**config.mk**
```make
export PLATFORM = sky130hd
export DESIGN_NAME = spike_rate_decoder
export DESIGN_NICKNAME = d
export VERILOG_FILES = /design/src/rtl/spike_rate_decoder.sv
export SDC_FILE = /design/constraint.sdc
export NUM_CORES = 1
export LEC_CHECK = 0
export ABC_AREA = 1
export BUFFER_PORTS_ARGS = -buffer_cell sky130_fd_sc_hd__buf_2
export CAP_MARGIN = 5
export CORE_UTILIZATION = 30
export CTS_BUF_LIST = sky130_fd_sc_hd__clkbuf_8
export DETAILED_ROUTE_END_ITERATION = 12
export GPL_ROUTABILITY_DRIVEN = 0
export SLEW_MARGIN = 20
export SYNTH_ARGS = -nofsm -noshare
export SYNTH_HDL_FRONTEND = slang
export SYNTH_SLANG_ARGS = --single-unit
```
**constraint.sdc**
```tcl
create_clock -name clk -period 3.1 [get_ports clk]
set_input_delay 0.93 -clock clk [delete_from_list [all_inputs] [get_ports clk]]
set_output_delay 0.93 -clock clk [all_outputs]
set_load 0.01 [all_outputs]
```
**src/rtl/spike_rate_decoder.sv**
```systemverilog
// spike_rate_decoder
//   Turns the Left/Right excitatory-neuron spike trains back into a steering
//   command. Spikes on each channel are counted over a window of WINDOW
//   enabled clock cycles. At the end of each window the two counts are
//   classified into a 2-bit command, which is then offered to the motor
//   controller over a valid/ready handshake.
//
// Ports
//   clk          system clock, rising edge
//   rst          asynchronous reset, active low (0 = reset)
//   en           decode enable; counting runs only while high
//   spike_left   Left exc_neuron output spike, sampled every clk
//   spike_right  Right exc_neuron output spike, sampled every clk
//   cmd_ready    consumer ready
//   cmd_valid    command available
//   cmd          00 STOP, 01 TURN_LEFT, 10 TURN_RIGHT, 11 FORWARD
//   rate_left    left spike count of the reported window
//   rate_right   right spike count of the reported window
//   overrun      sticky: a command nobody accepted was overwritten
module spike_rate_decoder #(
  parameter int WINDOW     = 16,
  parameter int CNT_W      = 8,
  parameter int DIFF_TH    = 3,
  parameter int MIN_SPIKES = 2
) (
  input  logic             clk,
  input  logic             rst,
  input  logic             en,
  input  logic             spike_left,
  input  logic             spike_right,
  input  logic             cmd_ready,
  output logic             cmd_valid,
  output logic [1:0]       cmd,
  output logic [CNT_W-1:0] rate_left,
  output logic [CNT_W-1:0] rate_right,
  output logic             overrun
);

  localparam int WIN_W = (WINDOW > 1) ? $clog2(WINDOW) : 1;

  localparam logic [1:0] CMD_STOP    = 2'b00;
  localparam logic [1:0] CMD_LEFT    = 2'b01;
  localparam logic [1:0] CMD_RIGHT   = 2'b10;
  localparam logic [1:0] CMD_FORWARD = 2'b11;

  typedef enum logic {
    S_IDLE  = 1'b0,
    S_COUNT = 1'b1
  } state_t;

  state_t           state_q, state_d;
  logic [WIN_W-1:0] win_cnt_q, win_cnt_d;
  logic [CNT_W-1:0] cnt_l_q, cnt_l_d;
  logic [CNT_W-1:0] cnt_r_q, cnt_r_d;
  logic             cmd_valid_q, cmd_valid_d;
  logic [1:0]       cmd_q, cmd_d;
  logic [CNT_W-1:0] rate_left_q, rate_left_d;
  logic [CNT_W-1:0] rate_right_q, rate_right_d;
  logic             overrun_q, overrun_d;

  logic [CNT_W-1:0] next_l, next_r;
  logic             last_cycle, load, xfer;

  // Saturating +1: the counter sticks at all-ones instead of wrapping.
  function automatic logic [CNT_W-1:0] sat_inc(input logic [CNT_W-1:0] c,
                                               input logic             s);
    if (s && (c != {CNT_W{1'b1}})) return c + CNT_W'(1);
    return c;
  endfunction

  // Rate-pair classification, done one bit wider than the counts so the
  // sums cannot overflow.
  function automatic logic [1:0] classify(input logic [CNT_W-1:0] l_in,
                                          input logic [CNT_W-1:0] r_in);
    logic [CNT_W:0] l, r;
    l = {1'b0, l_in};
    r = {1'b0, r_in};
    if ((l + r) < (CNT_W+1)'(MIN_SPIKES))      return CMD_STOP;
    if (l >= (r + (CNT_W+1)'(DIFF_TH)))        return CMD_LEFT;
    if (r >= (l + (CNT_W+1)'(DIFF_TH)))        return CMD_RIGHT;
    return CMD_FORWARD;
  endfunction

  // The IDLE cycle that sees en=1 is already window cycle 0, so counting
  // depends only on en. Counters are held at zero while IDLE.
  assign next_l     = sat_inc(cnt_l_q, spike_left);
  assign next_r     = sat_inc(cnt_r_q, spike_right);
  assign last_cycle = (win_cnt_q == WIN_W'(WINDOW - 1));
  assign load       = en && last_cycle;
  assign xfer       = cmd_valid_q && cmd_ready;

  // Control state machine
  always_comb begin
    state_d = state_q;
    case (state_q)
      S_IDLE:  if (en)  state_d = S_COUNT;
      S_COUNT: if (!en) state_d = S_IDLE;
      default:          state_d = S_IDLE;
    endcase
  end

  // Window counters and output/handshake register
  always_comb begin
    win_cnt_d    = win_cnt_q;
    cnt_l_d      = cnt_l_q;
    cnt_r_d      = cnt_r_q;
    cmd_valid_d  = cmd_valid_q;
    cmd_d        = cmd_q;
    rate_left_d  = rate_left_q;
    rate_right_d = rate_right_q;
    overrun_d    = overrun_q;

    if (!en) begin
      // Leaving the window discards partial counts; a pending command stays.
      win_cnt_d = '0;
      cnt_l_d   = '0;
      cnt_r_d   = '0;
    end else if (last_cycle) begin
      // Restart immediately so the next cycle is window cycle 0.
      win_cnt_d = '0;
      cnt_l_d   = '0;
      cnt_r_d   = '0;
    end else begin
      win_cnt_d = win_cnt_q + 1'b1;
      cnt_l_d   = next_l;
      cnt_r_d   = next_r;
    end

    if (xfer) cmd_valid_d = 1'b0;

    if (load) begin
      rate_left_d  = next_l;
      rate_right_d = next_r;
      cmd_d        = classify(next_l, next_r);
      cmd_valid_d  = 1'b1;
      if (cmd_valid_q && !xfer) overrun_d = 1'b1;
    end
  end

  always_ff @(posedge clk or negedge rst) begin
    if (!rst) begin
      state_q      <= S_IDLE;
      win_cnt_q    <= '0;
      cnt_l_q      <= '0;
      cnt_r_q      <= '0;
      cmd_valid_q  <= 1'b0;
      cmd_q        <= CMD_STOP;
      rate_left_q  <= '0;
      rate_right_q <= '0;
      overrun_q    <= 1'b0;
    end else begin
      state_q      <= state_d;
      win_cnt_q    <= win_cnt_d;
      cnt_l_q      <= cnt_l_d;
      cnt_r_q      <= cnt_r_d;
      cmd_valid_q  <= cmd_valid_d;
      cmd_q        <= cmd_d;
      rate_left_q  <= rate_left_d;
      rate_right_q <= rate_right_d;
      overrun_q    <= overrun_d;
    end
  end

  assign cmd_valid  = cmd_valid_q;
  assign cmd        = cmd_q;
  assign rate_left  = rate_left_q;
  assign rate_right = rate_right_q;
  assign overrun    = overrun_q;

endmodule

```
# Yosys cells after proc, flatten, opt, wreduce, memory -nomap -nowiden
# Cells that the tools add are included.
dict set report word_totals {
  output_inout_bits 20
  reg_bits 40
  elab_cells 57
  input_bits 6
}
dict set report classes {
  magnitude_cmp 3
  n_reduce_logical 8
  muxes 29
  addsub 6
  n_eq_ne 3
}
# cell count
set ops {}
lappend ops {{$mux 8} 8}
lappend ops {{$add 8x2->9 const B} 2}
lappend ops {{$ge 8x9->1} 2}
lappend ops {{$add 8x1->8 const B} 2}
lappend ops {{$ne 8x8->1 const B} 2}
lappend ops {{$mux 1} 13}
lappend ops {{$mux 2} 6}
lappend ops {{$add 8x8->9} 1}
lappend ops {{$lt 9x2->1 const B} 1}
lappend ops {{$mux 4} 2}
lappend ops {{$logic_and 1x1->1} 5}
lappend ops {{$add 4x1->4 const B} 1}
lappend ops {{$eq 4x4->1 const B} 1}
lappend ops {{$reduce_and 2->1} 1}
lappend ops {{$reduce_bool 2->1} 1}
lappend ops {{$logic_not 1->1} 1}

# Depth between registers and ports, before layout
# Gate-level depths: netlist (run 1).
dict set report logic_depth {
  word_depth 16
  ltp_mapped 26
  mapped_depth_nobuf 26
}

# Worst setup path before layout (run 1)
# OpenSTA, ideal clock, no wires.
dict set report synth_timing {
  path_kind {input to register}
  startpoint {input spike_right}
  endpoint {register cmd_q[0] (netlist: cmd[0])}
  slack_ns -0.037
  path_buffers 0
  path_stages 20
  required_time_ns 2.984
  setup_time_ns 0.116
  t_arrival_ns 3.021
  cell_sequence {nand2_4 -> xor2_2 -> inv_1 -> ha_1 -> or2_4 -> nor2_2 -> xor2_1 -> ha_1 -> a21oi_1 -> o221ai_1 -> nand2_1 -> nand2_1 -> nand2_1 -> nand3b_1 -> nand2_1 -> nand3_1 -> nand2_1 -> inv_1 -> nand2_1 -> nand2_1}
}
dict set report synth_between {
  elab_chain_len 11
  word_cells_on_any_way 22
  classes_between {add/sub: 2; order compare: 3; mux: 16; reduce/logical: 1}
}
# item line_no
set synth_rtl {}
lappend synth_rtl {{from (decl)} 30} ;# input logic spike_right,
lappend synth_rtl {{$logic_and 1x1->1 *} 67} ;# if (s && (c != {CNT_W{1'b1}})) return c + CNT_W'(1);
lappend synth_rtl {{$mux 1 *} 67}
lappend synth_rtl {{$mux 8 *} 68} ;# return c;
lappend synth_rtl {{net next_r[0]} 61} ;# logic [CNT_W-1:0] next_l, next_r;
lappend synth_rtl {{parallel branches: the longest is 7 deep, another holds $add 8x2->9} -}
lappend synth_rtl {{$mux 2 *} 79} ;# if (l >= (r + (CNT_W+1)'(DIFF_TH))) return CMD_LEFT;
lappend synth_rtl {{to (signal assigned)} 157} ;# cmd_q <= cmd_d;
lappend synth_rtl {{to (decl)} 56} ;# logic [1:0] cmd_q, cmd_d;
# Mark *: on every way through the listed nets, which the timed path passes. The select of a mux whose other input is x is not followed.
# A chain may end at the register's enable or synchronous reset.

# Worst setup path after layout (run 1)
dict set report layout_timing {
  startpoint {register cnt_r_q[0]}
  endpoint {register cmd_q[0] (netlist: cmd[0])}
}
dict set report layout_between {
  elab_chain_len 12
  word_cells_on_any_way 25
  classes_between {add/sub: 3; order compare: 3; eq/ne: 1; mux: 17; reduce/logical: 1}
}
# item line_no
set layout_rtl {}
lappend layout_rtl {{from (decl)} 54} ;# logic [CNT_W-1:0] cnt_r_q, cnt_r_d;
lappend layout_rtl {{from (signal assigned)} 155} ;# cnt_r_q <= cnt_r_d;
lappend layout_rtl {{parallel branches: the longest is 3 deep, another holds $add 8x1->8} -}
lappend layout_rtl {{$mux 8 *} 68}
lappend layout_rtl {{parallel branches: the longest is 7 deep, another holds $add 8x2->9} -}
lappend layout_rtl {{$mux 2 *} 79}
# Every way passes the cells marked *. The select of a mux whose other input is x is not followed.

==> flow_metrics.py, run 1 <==
metrics = {
    "synth": {
        "synth_edf_count": 0,
        "ys_types": 31,
        "syn_nets": 420,
        "synthArstFlopShare_pct": 100.0,
        "syn_area_um2": 2863,
        "ys.flop_type": "dfrtp_1",
        "avgSynthCellArea_um2": 7.416,
        "synth_cells": 386,
        "ys_warn_count": 0,
        "seq_area_frac_synth_pct": 34.97,
        "synth-seq-cells": 40,
    },
    "routing": {
        "drtPass1Iterations": 4,
        "drtAntennaViolNets": 0,
        "drt_wl_total_mm": 6.888,
        "drc": 0,
        "vias_per_cell": 4.500,
        "num_vias": 2709,
        "wl_per_cell_um": 11.44,
        "drt-initial-drc-count": 86,
    },
    "setup_path": {
        "crit_chain": "ha_2 > inv_2 > nor2_2 > nand2_2 > buf_4 > nand3b_1 > nand2_1 > ha_4 > or2_4 > nor2_4 > xor2_1 > ha_1 > a21oi_1 > o221ai_1 > nand2_1 > nand2_1 > nand2_1 > nand3b_1 > nand2_1 > nand3_1 > nand2_1 > inv_1 > nand2_1 > nand2_1",
        "criticalPathCategory": "flip-flop to flip-flop",
        "end_kind": "flip-flop",
        "path_buf_inv": 3,
        "rrSetupSlack_ns": 0.01,
        "worstPathMaxFanout": 3,
        "slowest_stage": "dfrtp_1",
        "required_ns": 3.28,
        "cp_common_cell": "nand2_1",
        "slowest_delay_ns": 0.37,
        "startpoint_type": "flip-flop",
        "critPathArrivalTime_ns": 3.26,
        "crit_family": "simple AND/OR/NAND/NOR gates",
    },
    "power": {
        "p_per_area_nw_per_um2": 328.7,
        "ir_drop_v": 0.0001695,
        "p_leak_uw": 0.002063,
    },
    "global_route": {
        "grt_start_max_net_pins": 41,
        "antenna_found_initial": 0,
        "grt_usage_pct": 14.13,
        "grt_pass1_vias": 2542,
        "grt_pass1_wl_mm": 11.25,
        "globalRouteOverflowTotal": 0,
    },
    "clock_network": {
        "clock_insertion_delay_worst_skew_ns": 0.30,
        "numCtsBuffers": 5,
        "cts_root_buf": "clkbuf_8",
        "clockBufferDepth": 2,
        "htree_levels": 2,
        "tritoncts": "done",
        "hold_buffers": 0,
        "cts.sinks": 40,
        "path_clk_slew_ns": 0.08,
    },
    "timing": {
        "finalClockSkew_ns": 0.01317,
        "period_share_pct": 99.53,
        "slew_viol_final": 0,
        "setup_viol": 0,
        "fmax_mhz": 324.1,
        "final_hold_viol_count": 0,
        "maxSlewHeadroom_pct": 38.65,
        "rsz0062_at_grt": "true",
        "tightest_slew_ns": 0.9141,
        "min_period_ns": 3.085,
    },
    "floorplan": {
        "fp.dieW_um": 99.69,
        "chipHeight_um": 99.69,
        "start_util_pct": 30.98,
        "core_um2": 9240,
        "die_area_um2": 9937,
        "core.rowCount": 35,
        "ios": 26,
    },
    "cells_and_area": {
        "layout_commonest_cell": "nand2_1",
        "stdcell_count": 602,
        "final_nets": 506,
        "diodes": 0,
        "final_cell_mix": "nand2_1 (107), buf_4 (58), inv_1 (45)",
        "layout-drive-gt1-share_pct": 26.85,
        "final_cell_area_um2": 3760,
        "syn_to_final_growth_pct": 31.34,
        "fill_cells": 935,
    },
    "run": {
        "max-cap-violations": 0,
    },
    "placed_design": {
        "postPlaceCellArea_um2": 3526,
        "portBuffers": 25,
        "hpwl_mm": 5.495,
        "placedCellCount": 586,
    },
    "outcome": {
        "status": "completed",
    },
    "min_path": {
        "hold_class": "flip-flop to flip-flop",
    },
}
[cell families after synthesis]
kind of cell               Yosys count  synth area share (%)
buffers and inverters               55                 7.474
xor gates and xnor gates            22                 7.255
adders and majority gates           28                 12.24
and+or+nand+nor                    195                 29.06
AOI/OAI and AO/OA                   46                 9.004
DFF                                 40                 34.97
[per-layer routing]
layer	share of wire (%)	routed length [µm]	global-route usage [%]	up-vias
met5	0	0	0	-
met4	1.0	69	4.186	0
met3	1.8	122	1.827	7
met2	48	3296	24.40	38
met1	49	3399	18.32	1261
li1	-	-	-	1403
[timing repair]
item / 4_1_cts / 5_1_grt
setup buffers: 2 / 6
pin swaps: 5 / 17
resized for setup: 1 / 21
setup endpoints to repair: 1 / 2
[power breakdown]
part	total [µW]	internal (µW)	leakage, µW	switching [µW]
Clock	343	157	0.0000479	186
Sequential	543	533	0.000550	9.57
Combinational	350	155	0.00147	195
[registers in the layout (all words and copies together) (netlist names)]
name / cells
cnt_r_q: 8
rate_right: 8
cmd_valid: 1
rate_left: 8
win_cnt_q: 4
overrun: 1
cmd: 2
cnt_l_q: 8
[Yosys cell counts, types with 4 or more instances]
library cell	instances	area (µm²)
inv_1	48	180.2
nor3_1	4	20.02
a21oi_1	17	85.08
nand4_1	4	25.02
xor2_1	18	157.7
nor2_2	4	25.02
nand2_1	109	409.1
nor2_1	40	150.1
o21ai_0	21	105.1
nand3_1	24	120.1
dfrtp_1	40	1001
ha_1	28	350.3
[cell type report]
class | instances | area (µm²) | share of cell area [%]
multi-input cells | 291 | 1739 | 46.26
inverters | 50 | 190.2 | 5.058
repair buffers | 84 | 580.6 | 15.44
well taps | 129 | 161.4 | 4.293
flip-flops and latches | 40 | 1001 | 26.62
clock buffers | 5 | 68.82 | 1.830
clock inverters | 3 | 18.77 | 0.4992
[final timing paths]
path	startpoint	endpoint	cells after the start
worst max-delay path	cnt_r_q[0]$_DFF_PN0_	cmd[0]$_DFFE_PN0P_	24
worst min-delay path	win_cnt_q[0]$_DFF_PN0_	win_cnt_q[0]$_DFF_PN0_	1
worst max register to register	cnt_r_q[0]$_DFF_PN0_	cmd[0]$_DFFE_PN0P_	24
worst min register to register	win_cnt_q[0]$_DFF_PN0_	win_cnt_q[0]$_DFF_PN0_	1
max in group asynchronous	rst	cnt_r_q[0]$_DFF_PN0_	1
min in group asynchronous	rst	win_cnt_q[3]$_DFF_PN0_	1
[metrics by stage]
| step | total power (µW) | setup TNS, ns | util, % | setup slack [ns] | hold WS (ns) |
|---|---|---|---|---|---|
| CTS | 1230 | 0 | 39.35 | 0.007076 | 0.4705 |
| global placement | 875.0 | -0.3684 | 38.16 | -0.2218 | 0.4505 |
| finish | 1236 | 0 | 40.69 | 0.01461 | 0.4716 |
| floorplan | 747.4 | 0 | - | 0.005533 | 0.4331 |
| global route | 1306 | -0.2081 | 40.69 | -0.1111 | 0.5009 |
| detailed placement | 880.6 | -0.5090 | 38.16 | -0.2778 | 0.4593 |
Note: power is estimated with default switching activity, not from simulation.
==> inputs of run 2 (changes only) <==
--- a/config.mk
+++ b/config.mk
@@ -8,6 +8,7 @@
 export ABC_AREA = 1
 export BUFFER_PORTS_ARGS = -buffer_cell sky130_fd_sc_hd__buf_2
 export CAP_MARGIN = 5
+export CORE_MARGIN = 4
 export CORE_UTILIZATION = 30
 export CTS_BUF_LIST = sky130_fd_sc_hd__clkbuf_8
 export DETAILED_ROUTE_END_ITERATION = 12
==> run 2 against run 1 <==
  * Via count decreased by 0.41%
  * Clock-buffer cell count unchanged
  * Worst setup slack improved by 0.036 ns
  * First-iteration DRC count increased by 3.5%
  * Hold slack about the same
  * Routed wire length increased by 2.6%
  * Combinational power increased by 3%
  * Fmax increased by 1.2%
  * Non-clock buffer count increased by 3
==> flow_metrics.py, run 2 (synthesis results as in run 1) <==
metrics = {
    "setup_path": {
        "worstPathMaxFanout": 3,
        "critPathArrivalTime_ns": 3.23,
        "crit_family": "simple AND/OR/NAND/NOR gates",
        "startpoint_type": "input pin",
        "end_kind": "flip-flop",
        "slowest_stage": "ha_1",
        "criticalPathCategory": "input pin to flip-flop",
        "slowest_delay_ns": 0.29,
        "crit_chain": "buf_2 > nand2_4 > xor2_4 > inv_2 > ha_2 > or2_4 > nor2_4 > xor2_1 > ha_1 > a21oi_2 > o221ai_2 > nand2_1 > nand2_1 > nand2_1 > nand3b_1 > nand2_1 > nand3_1 > nand2_1 > inv_1 > nand2_1 > nand2_1",
        "path_buf_inv": 3,
        "required_ns": 3.28,
        "cp_common_cell": "nand2_1",
    },
    "timing": {
        "min_period_ns": 3.050,
        "maxSlewHeadroom_pct": 39.61,
        "final_hold_viol_count": 0,
        "period_share_pct": 98.38,
        "fmax_mhz": 327.9,
        "tightest_slew_ns": 0.9059,
        "setup_viol": 0,
        "finalClockSkew_ns": 0.004764,
        "rsz0062_at_grt": "true",
        "slew_viol_final": 0,
    },
    "cells_and_area": {
        "final_cell_mix": "nand2_1 (102), buf_4 (60), inv_1 (44)",
        "layout-drive-gt1-share_pct": 30.88,
        "stdcell_count": 605,
        "diodes": 0,
        "final_nets": 509,
        "syn_to_final_growth_pct": 37.46,
        "layout_commonest_cell": "nand2_1",
    },
    "clock_network": {
        "tritoncts": "done",
        "htree_levels": 2,
        "clockBufferDepth": 2,
        "clock_insertion_delay_worst_skew_ns": 0.29,
        "cts.sinks": 40,
        "hold_buffers": 0,
        "cts_root_buf": "clkbuf_8",
        "numCtsBuffers": 5,
        "path_clk_slew_ns": 0.08,
    },
    "routing": {
        "drtAntennaViolNets": 0,
        "drt_wl_total_mm": 7.069,
        "drt-initial-drc-count": 89,
        "num_vias": 2698,
        "drtPass1Iterations": 4,
        "wl_per_cell_um": 11.68,
        "vias_per_cell": 4.460,
        "drc": 0,
    },
    "power": {
        "p_leak_uw": 0.002087,
        "share_comb_of_total_power_pct": 28.9,
        "ir_drop_v": 0.0001775,
        "power_uw": 1243,
        "clockPowerShare_pct": 27.5,
        "p_switching_uw": 393.7,
        "sw_frac_of_total_pct": 31.67,
        "seqPwrFrac_pct": 43.7,
        "p_int_uw": 849.5,
        "p_per_area_nw_per_um2": 315.9,
    },
    "floorplan": {
        "ios": 26,
        "core_um2": 9284,
        "die_area_um2": 11170,
        "fp.dieW_um": 105.7,
        "core.rowCount": 35,
        "start_util_pct": 30.84,
        "chipHeight_um": 105.7,
    },
    "global_route": {
        "grt_usage_pct": 12.41,
        "grt_pass1_wl_mm": 11.47,
        "grt_pass1_vias": 2481,
        "grt_start_max_net_pins": 41,
        "globalRouteOverflowTotal": 0,
        "antenna_found_initial": 0,
    },
    "outcome": {
        "status": "completed",
    },
    "placed_design": {
        "portBuffers": 25,
        "placedCellCount": 584,
        "hpwl_mm": 5.515,
    },
    "min_path": {
        "hold_class": "flip-flop to flip-flop",
    },
    "run": {
        "max-cap-violations": 0,
    },
}
[run 2: worst paths after layout]
check	start	to	slack [ns]	cells past startpoint
setup reg to reg	cnt_r_q[0]$_DFF_PN0_	cmd[0]$_DFFE_PN0P_	0.07	24
min in group asynchronous	rst	win_cnt_q[2]$_DFF_PN0_	0.77	1
setup / recovery	spike_right	cmd[0]$_DFFE_PN0P_	0.05	21
max in group asynchronous	rst	cnt_r_q[1]$_DFF_PN0_	1.77	1
hold / removal	win_cnt_q[0]$_DFF_PN0_	win_cnt_q[0]$_DFF_PN0_	0.47	1
hold reg to reg	win_cnt_q[0]$_DFF_PN0_	win_cnt_q[0]$_DFF_PN0_	0.47	1
[run 2: layout make-up]
type | count | area, µm²
Timing Repair Buffer | 87 | 598.1
Sequential cell | 40 | 1001
Fill cell | 939 | 5349
Inverter | 50 | 192.7
Tap cell | 129 | 161.4
Clock buffer | 5 | 68.82
Clock inverter | 3 | 18.77
Multi-Input combinational cell | 291 | 1894
[run 2: repair_timing]
action | in CTS | in global routing
gates resized for setup | 4 | 47
setup endpoints to repair | 1 | 2
pin swaps | 9 | 33
buffers inserted | 4 | 11
[run 2: power by group through the flow]
stage	clock [µW]	sequential (µW)	combinational, µW
6_report	342	543	359
5_1_grt	379	544	407
4_1_cts	354	543	331
3_5_place_dp	0	554	318
3_3_place_gp	0	554	313
2_1_floorplan	0	552	195
[run 2: metal layers]
metal  part of all wire, %  up-vias  GRT usage (%)
met5                     0        -              0
met4                   1.6        0          3.608
met3                   2.3        8          1.408
met2                    49       34          20.90
met1                    47     1257          16.72
li1                      -     1399              -
[run 2: worst register-to-register path, stage by stage (launching register included)]
cell,delay (ns)
dfrtp_1,0.36
ha_2,0.18
inv_1,0.05
nor2_2,0.08
nand2_2,0.08
nand2_4,0.09
xor2_4,0.18
inv_2,0.06
ha_2,0.17
or2_4,0.25
nor2_4,0.12
xor2_1,0.16
ha_1,0.29
a21oi_2,0.17
o221ai_2,0.10
nand2_1,0.07
nand2_1,0.05
nand2_1,0.05
nand3b_1,0.09
nand2_1,0.08
nand3_1,0.08
nand2_1,0.06
inv_1,0.03
nand2_1,0.05
nand2_1,0.04
[run 2: metrics by stage]
step	setup slack, ns	setup TNS [ns]	cell area (µm²)	hold WS, ns	util (%)
floorplan	0.005533	0	2868	0.4331	-
global placement	-0.2953	-0.5068	3498	0.4533	37.68
detailed placement	-0.2748	-0.4671	3498	0.4614	37.68
CTS	0.01043	0	3635	0.4728	39.15
global route	-0.1607	-0.2693	3935	0.4848	42.39
finish	0.05020	0	3935	0.4719	42.39
